## config.mk

```make
export PLATFORM = sky130hd
export DESIGN_NAME = translated_read_arbiter
export DESIGN_NICKNAME = d
export VERILOG_FILES = /design/src/rtl/translated_read_arbiter.sv
export SDC_FILE = /design/constraint.sdc
export NUM_CORES = 1
export LEC_CHECK = 0
export ABC_AREA = 1
export CORE_AREA = 2 2 149 151
export CTS_CLUSTER_SIZE = 40
export DETAILED_ROUTE_END_ITERATION = 12
export DIE_AREA = 0 0 151 153
export HOLD_SLACK_MARGIN = 0.05
export SETUP_SLACK_MARGIN = 0.05
export SYNTH_ARGS = -nofsm -noshare
export SYNTH_HDL_FRONTEND = slang
export SYNTH_SLANG_ARGS = --single-unit
```

## constraint.sdc

```tcl
create_clock -name clock -period 2.1 [get_ports clock]
set_input_delay 0.42 -clock clock [delete_from_list [all_inputs] [get_ports clock]]
set_output_delay 0.42 -clock clock [all_outputs]
set_load 0.01 [all_outputs]
```

## src/rtl/translated_read_arbiter.sv

```systemverilog
// translated_read_arbiter
//
// Lets REQUESTER_COUNT clients share one read port onto a packed bus of
// INPUT_COUNT memory-mapped words. A round-robin pointer chooses one
// requester. Its address is latched and translated into a word index
// relative to INPUT_BASE_ADDR. The selected word comes back registered,
// together with a one-cycle one-hot acknowledge. A pass takes three cycles:
// IDLE (arbitrate and latch), GRANT (translate and sample the bus) and
// RESPOND (ack visible, pointer advances).
//
// Ports
//   clock     in   sole clock, rising edge
//   clear     in   synchronous active-high reset
//   req       in   [REQUESTER_COUNT]              per-requester request level
//   req_addr  in   [REQUESTER_COUNT*ADDR_WIDTH]   packed requester addresses
//   in        in   [INPUT_COUNT*WORD_WIDTH]       packed input words
//   ack       out  [REQUESTER_COUNT]              one-hot completion pulse
//   ack_miss  out  address fell outside the window (qualified by ack)
//   rd_data   out  [WORD_WIDTH]                   read result, held between acks
//   busy      out  high in GRANT and RESPOND
//
// Build option
//   TRANSLATED_READ_ARBITER_RANGE_CHECK_EN
//     When defined, an offset >= INPUT_COUNT is a miss: it returns 0 with
//     ack_miss set. When undefined, the low INPUT_ADDR_WIDTH offset bits
//     index the bus directly, so addresses alias every 2**INPUT_ADDR_WIDTH.
//     In that case ack_miss is always 0.

module translated_read_arbiter #(
  parameter int WORD_WIDTH       = 36,
  parameter int ADDR_WIDTH       = 11,
  parameter int INPUT_COUNT      = 8,
  parameter int INPUT_BASE_ADDR  = 123,
  parameter int INPUT_ADDR_WIDTH = 3,
  parameter int REQUESTER_COUNT  = 4,
  parameter int REQUESTER_WIDTH  = 2
) (
  input  logic                                  clock,
  input  logic                                  clear,
  input  logic [REQUESTER_COUNT-1:0]            req,
  input  logic [REQUESTER_COUNT*ADDR_WIDTH-1:0] req_addr,
  input  logic [INPUT_COUNT*WORD_WIDTH-1:0]     in,
  output logic [REQUESTER_COUNT-1:0]            ack,
  output logic                                  ack_miss,
  output logic [WORD_WIDTH-1:0]                 rd_data,
  output logic                                  busy
);

  typedef enum logic [1:0] {IDLE, GRANT, RESPOND} state_t;

  state_t                      state_q, state_d;
  logic [REQUESTER_WIDTH-1:0]  ptr_q, ptr_d;
  logic [REQUESTER_WIDTH-1:0]  grant_q, grant_d;
  logic [ADDR_WIDTH-1:0]       addr_q, addr_d;
  logic [REQUESTER_COUNT-1:0]  ack_q, ack_d;
  logic                        miss_q, miss_d;
  logic [WORD_WIDTH-1:0]       data_q, data_d;

  // Round-robin pick: first set request at or above the pointer, wrapping.
  logic                        pick_vld;
  logic [REQUESTER_WIDTH-1:0]  pick_idx;
  logic [REQUESTER_WIDTH-1:0]  cand_idx;
  int                          cand;

  always_comb begin
    pick_vld = 1'b0;
    pick_idx = '0;
    cand     = 0;
    cand_idx = '0;
    for (int i = 0; i < REQUESTER_COUNT; i++) begin
      cand     = (int'(ptr_q) + i) % REQUESTER_COUNT;
      cand_idx = REQUESTER_WIDTH'(cand);
      if (!pick_vld && req[cand_idx]) begin
        pick_vld = 1'b1;
        pick_idx = cand_idx;
      end
    end
  end

  // Word table padded to a power of two. Slots past INPUT_COUNT read as zero,
  // so an aliased index that lands beyond the bus returns 0.
  logic [WORD_WIDTH-1:0] word_tab [2**INPUT_ADDR_WIDTH];

  for (genvar j = 0; j < 2**INPUT_ADDR_WIDTH; j++) begin : g_tab
    if (j < INPUT_COUNT) begin : g_word
      assign word_tab[j] = in[j*WORD_WIDTH +: WORD_WIDTH];
    end else begin : g_zero
      assign word_tab[j] = '0;
    end
  end

  // Translation: the subtraction wraps at ADDR_WIDTH bits, so an address
  // below the base becomes a large offset.
  logic [ADDR_WIDTH-1:0]       offset;
  logic [INPUT_ADDR_WIDTH-1:0] rd_idx;
  logic                        hit;

  assign offset = addr_q - ADDR_WIDTH'(INPUT_BASE_ADDR);
  assign rd_idx = offset[INPUT_ADDR_WIDTH-1:0];

`ifdef TRANSLATED_READ_ARBITER_RANGE_CHECK_EN
  assign hit = (offset < ADDR_WIDTH'(INPUT_COUNT));
`else
  // Only the low offset bits matter when aliasing.
  logic unused_offset_hi;
  assign unused_offset_hi = ^offset[ADDR_WIDTH-1:INPUT_ADDR_WIDTH];
  assign hit = 1'b1;
`endif

  always_comb begin
    state_d = state_q;
    ptr_d   = ptr_q;
    grant_d = grant_q;
    addr_d  = addr_q;
    ack_d   = '0;
    miss_d  = 1'b0;
    data_d  = data_q;
    unique case (state_q)
      IDLE: begin
        if (pick_vld) begin
          grant_d = pick_idx;
          addr_d  = req_addr[pick_idx*ADDR_WIDTH +: ADDR_WIDTH];
          state_d = GRANT;
        end
      end
      GRANT: begin
        // The bus is sampled only here; later changes do not reach rd_data.
        data_d         = hit ? word_tab[rd_idx] : '0;
        miss_d         = ~hit;
        ack_d[grant_q] = 1'b1;
        state_d        = RESPOND;
      end
      RESPOND: begin
        // The just-served requester drops to lowest priority.
        ptr_d   = (grant_q == REQUESTER_WIDTH'(REQUESTER_COUNT - 1)) ? '0 : grant_q + 1'b1;
        state_d = IDLE;
      end
      default: state_d = IDLE;
    endcase
  end

  always_ff @(posedge clock) begin
    if (clear) begin
      state_q <= IDLE;
      ptr_q   <= '0;
      ack_q   <= '0;
      miss_q  <= 1'b0;
      data_q  <= '0;
    end else begin
      state_q <= state_d;
      ptr_q   <= ptr_d;
      ack_q   <= ack_d;
      miss_q  <= miss_d;
      data_q  <= data_d;
    end
    // Grant index and address are only consumed after a fresh latch in IDLE.
    grant_q <= grant_d;
    addr_q  <= addr_d;
  end

  assign ack      = ack_q;
  assign ack_miss = miss_q;
  assign rd_data  = data_q;
  assign busy     = (state_q != IDLE);

endmodule

```

Word-level counts from Yosys, hierarchy flattened
Cells that the tools add are included.
- shift operators: 1
- multiplexer cells: 24
- $mul: 1
- equal/unequal tests: 4
- reductions and logical operators: 11
- add/sub/neg operators: 5
- bitwise operators: 2
- order comparisons: 7
- operators with widths (cell ; number):
    $bmux W36 S3 ; 1
    $mux W36 ; 2
    $shiftx A44 B7 Y3 ; 1
    $lt A2 B3 Y1 const B ; 5
    $mux W2 ; 6
    $mux W1 ; 9
    $bmux W1 S2 ; 4
    $mul A2 B4 Y6 const B ; 1
    $add A2 B1 Y2 const B ; 2
    $add A2 B2 Y2 const B ; 2
    $eq A2 B2 Y1 const B ; 2
    $ge A4 B4 Y1 const B ; 1
    $logic_and A1 B1 Y1 ; 4
    $not A3 Y4 ; 1
    $pmux W2 S2 ; 1
    $logic_not A1 Y1 ; 3
    $sub A3 B2 Y3 const B ; 1
    $demux W1 S2 ; 1
    $eq A2 B1 Y1 const B ; 1
    $ge A2 B1 Y1 const B ; 1
    $logic_not A2 Y1 ; 1
    $ne A2 B2 Y1 const B ; 1
    $reduce_and A2 Y1 ; 1
    $reduce_bool A2 Y1 ; 1
    other kinds (2) ; 2
- output and inout bits: 42
- register bits after elaboration: 49
- word-level logic and storage cells: 61
- input port bits: 338

Longest topological paths before layout
- word-level depth: 14
- depth in mapped cells: 13
- depth with buffers taken out: 12

Least setup slack after synthesis
OpenSTA, ideal clock, no wires.
- path type: flip-flop to flip-flop
- start: register addr_q[0]
- end: register data_q[0] (netlist: rd_data[0])
- path buffers: 1
- arrival time: 1.483 ns
- period minus slack after synthesis: 1.612 ns
- stages on the path, launching flop included: 7
- slack: 0.488 ns
- setup time: 0.128 ns
- path through: edfxtp_1 ha_1 xor2_1 clkbuf_1 o211ai_1 o21ai_1 a21oi_1
- cells in the longest elaborated chain, start to end: 5
- ends and longest elaborated chain (item ; RTL line ; text):
    start, declared ; 54 ; logic [ADDR_WIDTH-1:0] addr_q, addr_d;
    start signal, assigned ; 158 ; addr_q <= addr_d;
    $sub A3 B2 Y3 ; 98 ; assign offset = addr_q - ADDR_WIDTH'(INPUT_BASE_ADDR);
    $not A3 Y4 (not written as such) ; 128 ; data_d = hit ? word_tab[rd_idx] : '0;
    $bmux W36 S3 ; 128 ;
    $mux W36 (not written as such) (2 in series) ; 128 ;
    end signal, assigned ; 154 ; data_q <= data_d;
    end, declared ; 57 ; logic [WORD_WIDTH-1:0] data_q, data_d;
No other way between the ends. The select of a mux whose other input is x is not followed.
A chain may end at the register's enable or synchronous reset.

Final worst setup path
- start: register addr_q[0]
- end: register data_q[30] (netlist: rd_data[30])
The elaborated chain is that of the path after synthesis.

==> impl_metrics.ini <==
[run_status]
status = finished, final reports clean

[clock_network]
cts_root_buf = clkbuf_16
cts_buffer_depth = 2
post-cts-setup-buffer-count = 0
clk_pin_slew_ns = 0.07
clock_latency_ns = 0.30
cts-resized-gates = 0
ctsHoldBuffers = 0
h-tree-depth = 2
clock_sinks = 49
numCtsBuffers = 5
cts_tree = done

[sta]
finalHoldViolCount = 0
post-route-period-util_pct = 93.2
finalSetupViolCount = 0
finClkSkew_ns = 0.00533
finalMaxSlewViolations = 0
fmax_mhz = 511
min_period_ns = 1.96
hold-worst-slack_ns = 0.537
setup_tns_ns = 0
rsz0062_at_grt = false

[critical_path]
cp_data_arrival_time_ns = 2.19
r2r-end = rd_data[30]
worst-r2r-cell-count = 6
reg2reg_from = addr_q[0]
cpPeakStageDelay_ns = 0.49
startpoint_type = flop
crit_chain = ha_2, inv_2, buf_12, o21ai_0, o21ai_1, a21oi_1
setup.worst_path.start = addr_q[0]
required_ns = 2.33
crit_end = rd_data[30]
crit_type = reg -> reg
worstSetupEndpointType = flop
r2r_slack_ns = 0.14
cp_max_fo = 45
cpMaxStageDelayCell = edfxtp_1

[drt]
drc = 0
wire_per_inst_um = 16.0
antenna_left = 0
dr.first_iter.drc_count = 233
drt-total-wl_um = 20800
viasPerCell = 4.53
firstDrtPassIters = 4
vias = 5903

[pwr]
p_sw_share_pct = 47.2
vdd_drop_max_mv = 0.890
power_frac_clock_pct = 11.3
seqPwrFrac_pct = 15.4
power.density_nw_per_um2 = 956
p_int_uw = 4390
p_leak_uw = 0.00365
power.switching_uw = 3940
pwr-share-comb_pct = 73.3

[logic_synthesis]
synth_cell_types = 30
ys_seq_elements = 49
synthCells = 711
synth_nets = 1054
ys_seq_area_share_pct = 21.6
avgSynthCellArea_um2 = 6.71
ys_warn_count = 0
synth.cell_area_um2 = 4770

[layout]
antennaDiodeCount = 0
ff_latch_area_um2 = 1030
multiInputGateArea_um2 = 3040
finalNonFillerCells = 1303
fillers = 2238
final_nets = 1365
drive_gt1_share_pct = 5.67
postLayoutCoreUtil_pct = 40.5
syn_to_final_growth_pct = 82.6

[floorplanning]
initial_core_util_pct = 22.2
pin_count = 380
core-area_um2 = 21500
dieArea_um2 = 23100
die_w_um = 151
die_h_um = 153
rows = 54

[global_routing]
grt-ovfl-total = 0
grt_pass1_vias = 5617
antenna_found_initial = 0
grt_pass1_wl_um = 30400
gr-usage-all-layers_pct = 17.0
grt_max_degree = 98

[place]
port_buffers = 346
dp_cells = 1295
place_hpwl_um = 16600
gp_congestion = 0.816

[run]
maxCapViolCount = 0

[min_path]
min_path_type = reg -> reg
[per-stage QoR]
| stage | area, µm² | power, µW | setup WS [ns] |
|---|---|---|---|
| global placement | 8550 | 7460 | 0.0435 |
| CTS | 8710 | 8480 | 0.157 |
| floorplan | 4770 | 5140 | 0.488 |
| finish | 8710 | 8330 | 0.144 |
| detailed placement | 8550 | 7500 | 0.0264 |
| global route | 8710 | 9130 | 0.0560 |
[layout by cell type (no fill, tap or decap)]
cell type | Yosys | layout
mux2i_1 | 72 | 72
inv_2 | 5 | 5
a211oi_1 | 1 | 1
buf_4 | 4 | 8
conb_1 | 1 | 1
inv_1 | 102 | 102
nor2_2 | 2 | 2
clkinv_2 | 1 | 1
nor2_1 | 7 | 6
bufinv_16 | 0 | 1
nand3_4 | 2 | 2
dfxtp_1 | 44 | 44
buf_12 | 0 | 9
ha_2 | 0 | 1
o21ai_1 | 51 | 51
clkinvlp_4 | 0 | 1
o211ai_1 | 36 | 36
o21ai_0 | 132 | 132
nor2_4 | 2 | 3
a21oi_1 | 110 | 110
nand4_1 | 6 | 6
nand3_1 | 12 | 12
edfxtp_1 | 5 | 5
nand2_2 | 11 | 11
nand2_1 | 36 | 36
clkinv_1 | 0 | 1
clkbuf_16 | 0 | 5
nand2_4 | 5 | 5
inv_8 | 1 | 1
xor2_4 | 0 | 1
nand3_2 | 2 | 2
clkdlybuf4s50_1 | 0 | 346
ha_1 | 5 | 4
[cell usage after synthesis, drive strengths merged]
| master | count | area, µm² |
|---|---|---|
| o21ai | 183 | 916 |
| a21oi | 110 | 551 |
| inv | 108 | 413 |
| mux2i | 72 | 721 |
| nand2 | 52 | 260 |
| dfxtp | 44 | 881 |
| o211ai | 36 | 270 |
| clkbuf | 30 | 113 |
| buf | 29 | 196 |
| nand3 | 16 | 115 |
| nor2 | 11 | 61.3 |
| nand4 | 6 | 37.5 |
| edfxtp | 5 | 150 |
| ha | 5 | 62.6 |
| a211oi | 1 | 7.51 |
| clkinv | 1 | 5.00 |
| conb | 1 | 3.75 |
| xor2 | 1 | 8.76 |
[area by class of cell]
type / instances / share of cell area, %
clock inverter: 3 / 0.474
multi-input combinational: 494 / 34.9
timing repair buffer: 363 / 42.5
tap: 280 / 4.02
sequential: 49 / 11.8
clock buffer: 5 / 1.44
inverter: 109 / 4.80
[how the worst min path moves through the flow]
stage / start / cells past startpoint / slack [ns] / endpoint
floorplan: clear / 1 / 0.49 / state_q[0]
global placement: rd_data[19] / 2 / 0.52 / rd_data[19]
detailed placement: rd_data[28] / 2 / 0.52 / rd_data[28]
CTS: rd_data[17] / 2 / 0.54 / rd_data[17]
global route: rd_data[28] / 2 / 0.56 / rd_data[28]
finish: rd_data[1] / 2 / 0.54 / rd_data[1]
[worst max-delay path: cells and delay by family (launching register included)]
| kind | cells | cell delay (ns) |
|---|---|---|
| compound gates | 3 | 0.65 |
| fa+ha+maj | 1 | 0.45 |
| buf+inv | 2 | 0.25 |
| flops | 1 | 0.49 |
[flip-flops by register name (all words and copies together) (netlist names)]
register,flops
addr_q,3
grant_q,2
ptr_q,2
rd_data,36
ack,4
state_q,2
[power by group through the flow]
| stage | sequential (µW) | combinational (µW) | clock (µW) |
|---|---|---|---|
| finish | 1280 | 6110 | 940 |
| global route | 1310 | 6800 | 1020 |
| CTS | 1280 | 6210 | 991 |
| detailed placement | 1300 | 6200 | 0 |
| global placement | 1290 | 6170 | 0 |
| floorplan | 1350 | 3790 | 0 |
[metal layers]
| metal | up-vias | track usage (%) | part of all wire (%) |
|---|---|---|---|
| met5 | - | 0 | 0 |
| met4 | 0 | 4.05 | 1.7 |
| met3 | 16 | 4.21 | 8.1 |
| met2 | 211 | 30.4 | 48 |
| met1 | 2604 | 20.4 | 42 |
| li1 | 3072 | - | - |
[cell families after synthesis]
group	Yosys count	synth area share (%)
mux	72	15.1
other cells	1	0.0786
compound gates	330	36.5
xor+xnor	1	0.184
flops	49	21.6
fa+ha+maj	5	1.31
simple gates	85	9.94
buf+inv	168	15.2
Power figures use the tool's default switching activity.
==> patch 1: new RTL, config.mk and constraints unchanged <==
The option `TRANSLATED_READ_ARBITER_RANGE_CHECK_EN` is turned on by a define.
--- a/src/rtl/translated_read_arbiter.sv
+++ b/src/rtl/translated_read_arbiter.sv
@@ -25,6 +25,8 @@
 //     ack_miss set. When undefined, the low INPUT_ADDR_WIDTH offset bits
 //     index the bus directly, so addresses alias every 2**INPUT_ADDR_WIDTH.
 //     In that case ack_miss is always 0.
+
+`define TRANSLATED_READ_ARBITER_RANGE_CHECK_EN
 
 module translated_read_arbiter #(
   parameter int WORD_WIDTH       = 36,
Formal check against the unedited RTL: not equivalent (a bounded check fails within 4 cycles, from zero or initial values).
==> patch 1 against the unedited design <==
Worst setup slack worse by 0.0071 ns; sequential cell count is 9 higher; clock skew increased by 0.0066 ns; routed wire length grew 31%; area after synthesis grew 18%; non-clock buffer count rose by 50; design area rose by 19%; maximum frequency decreased by 0.36%; die area stayed put; power rose by 13%.
==> patch 1: results <==
export IMPL_drt_first_pass_iters=5
export IMPL_viasPerCell=4.71
export IMPL_num_nonclk_buffers=413
export IMPL_cts_max_level=3
export IMPL_seq_area_share_pct=12.5
export IMPL_yosysSeqAreaShare_pct=22.9
export IMPL_outcome="completed"
export IMPL_seq_cell_power_mw=1.40
export IMPL_grt_max_degree=86
export IMPL_syn_nets=1369
export IMPL_numCtsBuffers=9
export IMPL_hold_end="rd_data[19]"
export IMPL_inverters=73
export IMPL_syn_avg_cell_area_um2=5.50
export IMPL_met3_length_um=2500
export IMPL_final_clk_cell_share_pct=3.13
export IMPL_synth_edf_count=13
export IMPL_grt_first_pass_wirelength_um=39800
export IMPL_dp_cells=1637
export IMPL_grt_util_all_layers_pct=22.1
export IMPL_grt_use_met2_pct=37.5
export IMPL_crit_fanout=35
export IMPL_pre_cts_ws_ns=-0.167
export IMPL_cp_slowest_stage_delay_ns=0.42
export IMPL_wl_met1_um=11300
==> patch 1: cell types whose count changed in the layout (fill, tap and decap cells not counted), sizes merged, moves of 36 or more <==
cell | unedited run | this run
a211oi | 1 | 38
o211ai | 36 | 0
nand3 | 16 | 106
inv | 108 | 71
o21ai | 183 | 76
nor2 | 11 | 161
nand2 | 52 | 333
mux2i | 72 | 0
a21oi | 110 | 74
==> patch 1: cell families (layout without fill, tap and decap cells) <==
family          count (synthesis)  count (layout)  share of synthesized area (%)
other cells                     0               1                              0
simple gates                  624             624                           45.7
compound gates                188             188                           18.3
xor+xnor                        1               1                          0.288
fa+ha+maj                       5               5                           1.11
flops                          58              58                           22.9
buf+inv                       150             502                           11.7
==> patch 1: timing repair <==
action                     CTS  global route
setup buffers                0             2
setup endpoints to repair    0            39
gates resized for setup      0            12
==> patch 2: new RTL, config.mk and constraints unchanged <==
Without the edit above. `REQUESTER_COUNT`: 4 -> 3.
--- a/src/rtl/translated_read_arbiter.sv
+++ b/src/rtl/translated_read_arbiter.sv
@@ -32,7 +32,7 @@
   parameter int INPUT_COUNT      = 8,
   parameter int INPUT_BASE_ADDR  = 123,
   parameter int INPUT_ADDR_WIDTH = 3,
-  parameter int REQUESTER_COUNT  = 4,
+  parameter int REQUESTER_COUNT  = 3,
   parameter int REQUESTER_WIDTH  = 2
 ) (
   input  logic                                  clock,
Ports: changed (resized ack, req and req_addr); port bits go from 380 to 367. No check against the original RTL was run, so the function may have changed too.
==> patch 2 against the unedited design <==
Global-route usage fell by 1.7 points; critical path type unchanged; synthesized cell count fell by 0.84%; area after synthesis decreased by 1.9%; design area shrank 3.1%; routed wire length decreased by 9.3%; non-clock buffer count down 2; sequential cell count down 1; critical path depth rose by 1; power is 7.9% higher; highest routed layer unchanged; worst setup slack gained 0.14 ns.
==> patch 2: results <==
export IMPL_dpl_cell_area_um2=8250
export IMPL_dp_cells=1289
export IMPL_yosysWarningCount=0
export IMPL_final_cells=1298
export IMPL_grt_pass1_vias=5550
export IMPL_io_buffers=341
export IMPL_multi_input_gates=502
export IMPL_antennaDiodeCount=0
export IMPL_final_clk_cell_share_pct=2.03
export IMPL_crit_fanout=39
export IMPL_fill_cells=2335
export IMPL_cts_buffer_depth=2
export IMPL_largest_register_ffs=36
export IMPL_num_nonclk_buffers=361
export IMPL_crit_slowest_cell="edfxtp_1"
export IMPL_grt_max_degree=92
export IMPL_grt_first_pass_wirelength_um=28200
export IMPL_synth_async_reset_ratio_pct=0
export IMPL_yosysSeqAreaShare_pct=21.6
export IMPL_cp_slowest_stage_delay_ns=0.48
export IMPL_wl_met1_um=7610
export IMPL_clkLatencyLatePin_ns=0.30
export IMPL_power_leakage_nw=3.56
export IMPL_buffer_area_share_pct=42.8
export IMPL_numCtsBuffers=5
export IMPL_synthTopCellsByArea="dfxtp_1 18%, mux2i_1 15%, o21ai_0 13%"
export IMPL_cts_root_buf="clkbuf_16"
export IMPL_peakVddDrop_mv=0.768
export IMPL_multi_input_area_share_pct=34.6
export IMPL_grt_util_all_layers_pct=15.4
export IMPL_inverters=99
export IMPL_hold_class="reg2reg"
export IMPL_drtIter0Drc=207
export IMPL_met3_length_um=1680
export IMPL_clk_pin_slew_ns=0.07
export IMPL_fin_skew_ns=0.00747
export IMPL_power_switching_mw=4.40
export IMPL_outcome="completed"
export IMPL_drive_above_1_share_pct=5.11
export IMPL_routed_via_count=5848
export IMPL_ys_top_cells_by_count="123 x o21ai_0, 97 x nand2_1, 91 x inv_1"
export IMPL_place_hpwl_um=15200
export IMPL_wirelength_um=18900
export IMPL_syn_avg_cell_area_um2=6.64
export IMPL_wl_met2_um=9330
export IMPL_cts_resized_gates=0
export IMPL_gp_congestion=0.771
export IMPL_syn_nets=1036
export IMPL_regArea_um2=1010
export IMPL_postLayoutCoreUtil_pct=39.3
export IMPL_clock_sinks=48
export IMPL_reg2reg_depth=7
export IMPL_pre_cts_ws_ns=0.0130
export IMPL_antenna_found_initial=0
export IMPL_synth_edf_count=5
export IMPL_min_path_cells=1
export IMPL_cts_max_level=2
export IMPL_die_area_um2=23100
export IMPL_cts_setup_buffers=0
==> patch 2: cell count changes after synthesis, moves of 5 or more <==
cell,unedited run,this run
nand2_1,36,97
a21oi_1,110,68
a31oi_1,0,36
o211ai_1,36,0
clkbuf_1,30,19
inv_1,102,91
nand2_2,11,1
o21ai_0,132,123
o21ai_1,51,60
a21oi_2,0,6
buf_12,0,6
nand2_4,5,0
==> patch 2: routing by layer <==
layer / GRT usage (%) / vias up
li1: - / 3025
met1: 17.6 / 2609
met2: 28.1 / 198
met3: 4.27 / 16
met4: 3.38 / 0
met5: 0 / -
==> patch 2: cell families (layout without fill, tap and decap cells) <==
family,after synthesis,count (layout),synth area share (%)
DFF,48,48,21.6
AOI/OAI and AO/OA,295,295,33.1
muxes,72,72,15.4
buffers and inverters,155,468,16.9
xor gates and xnor gates,1,1,0.348
and+or+nand+nor,128,128,11.2
adders and majority gates,5,5,1.34
other,1,1,0.0801
==> patch 2: critical path: cells and delay by family (launching register included) <==
family                   cells  cell delay, ns
buffers and inverters        1            0.38
AND/OR/NAND/NOR              1            0.11
flip-flops                   1            0.48
AO/OA/AOI/OAI                4            0.39
adder cells (fa/ha/maj)      1            0.34
==> patch 2: worst paths after layout <==
check / startpoint / endpoint / slack [ns]
max reg2reg: addr_q[0] / rd_data[19] / 0.28
min: grant_q[1] / ack[1] / 0.49
min reg2reg: grant_q[1] / ack[1] / 0.49
max: addr_q[0] / rd_data[19] / 0.28
==> patch 2: power by group through the flow <==
stage	Clock, mW	Combinational [mW]	Sequential (mW)
floorplan	0	4.59	1.41
global placement	0	6.77	1.34
detailed placement	0	6.79	1.35
CTS	1.01	6.81	1.33
global route	1.04	7.56	1.36
finish	0.967	6.69	1.33
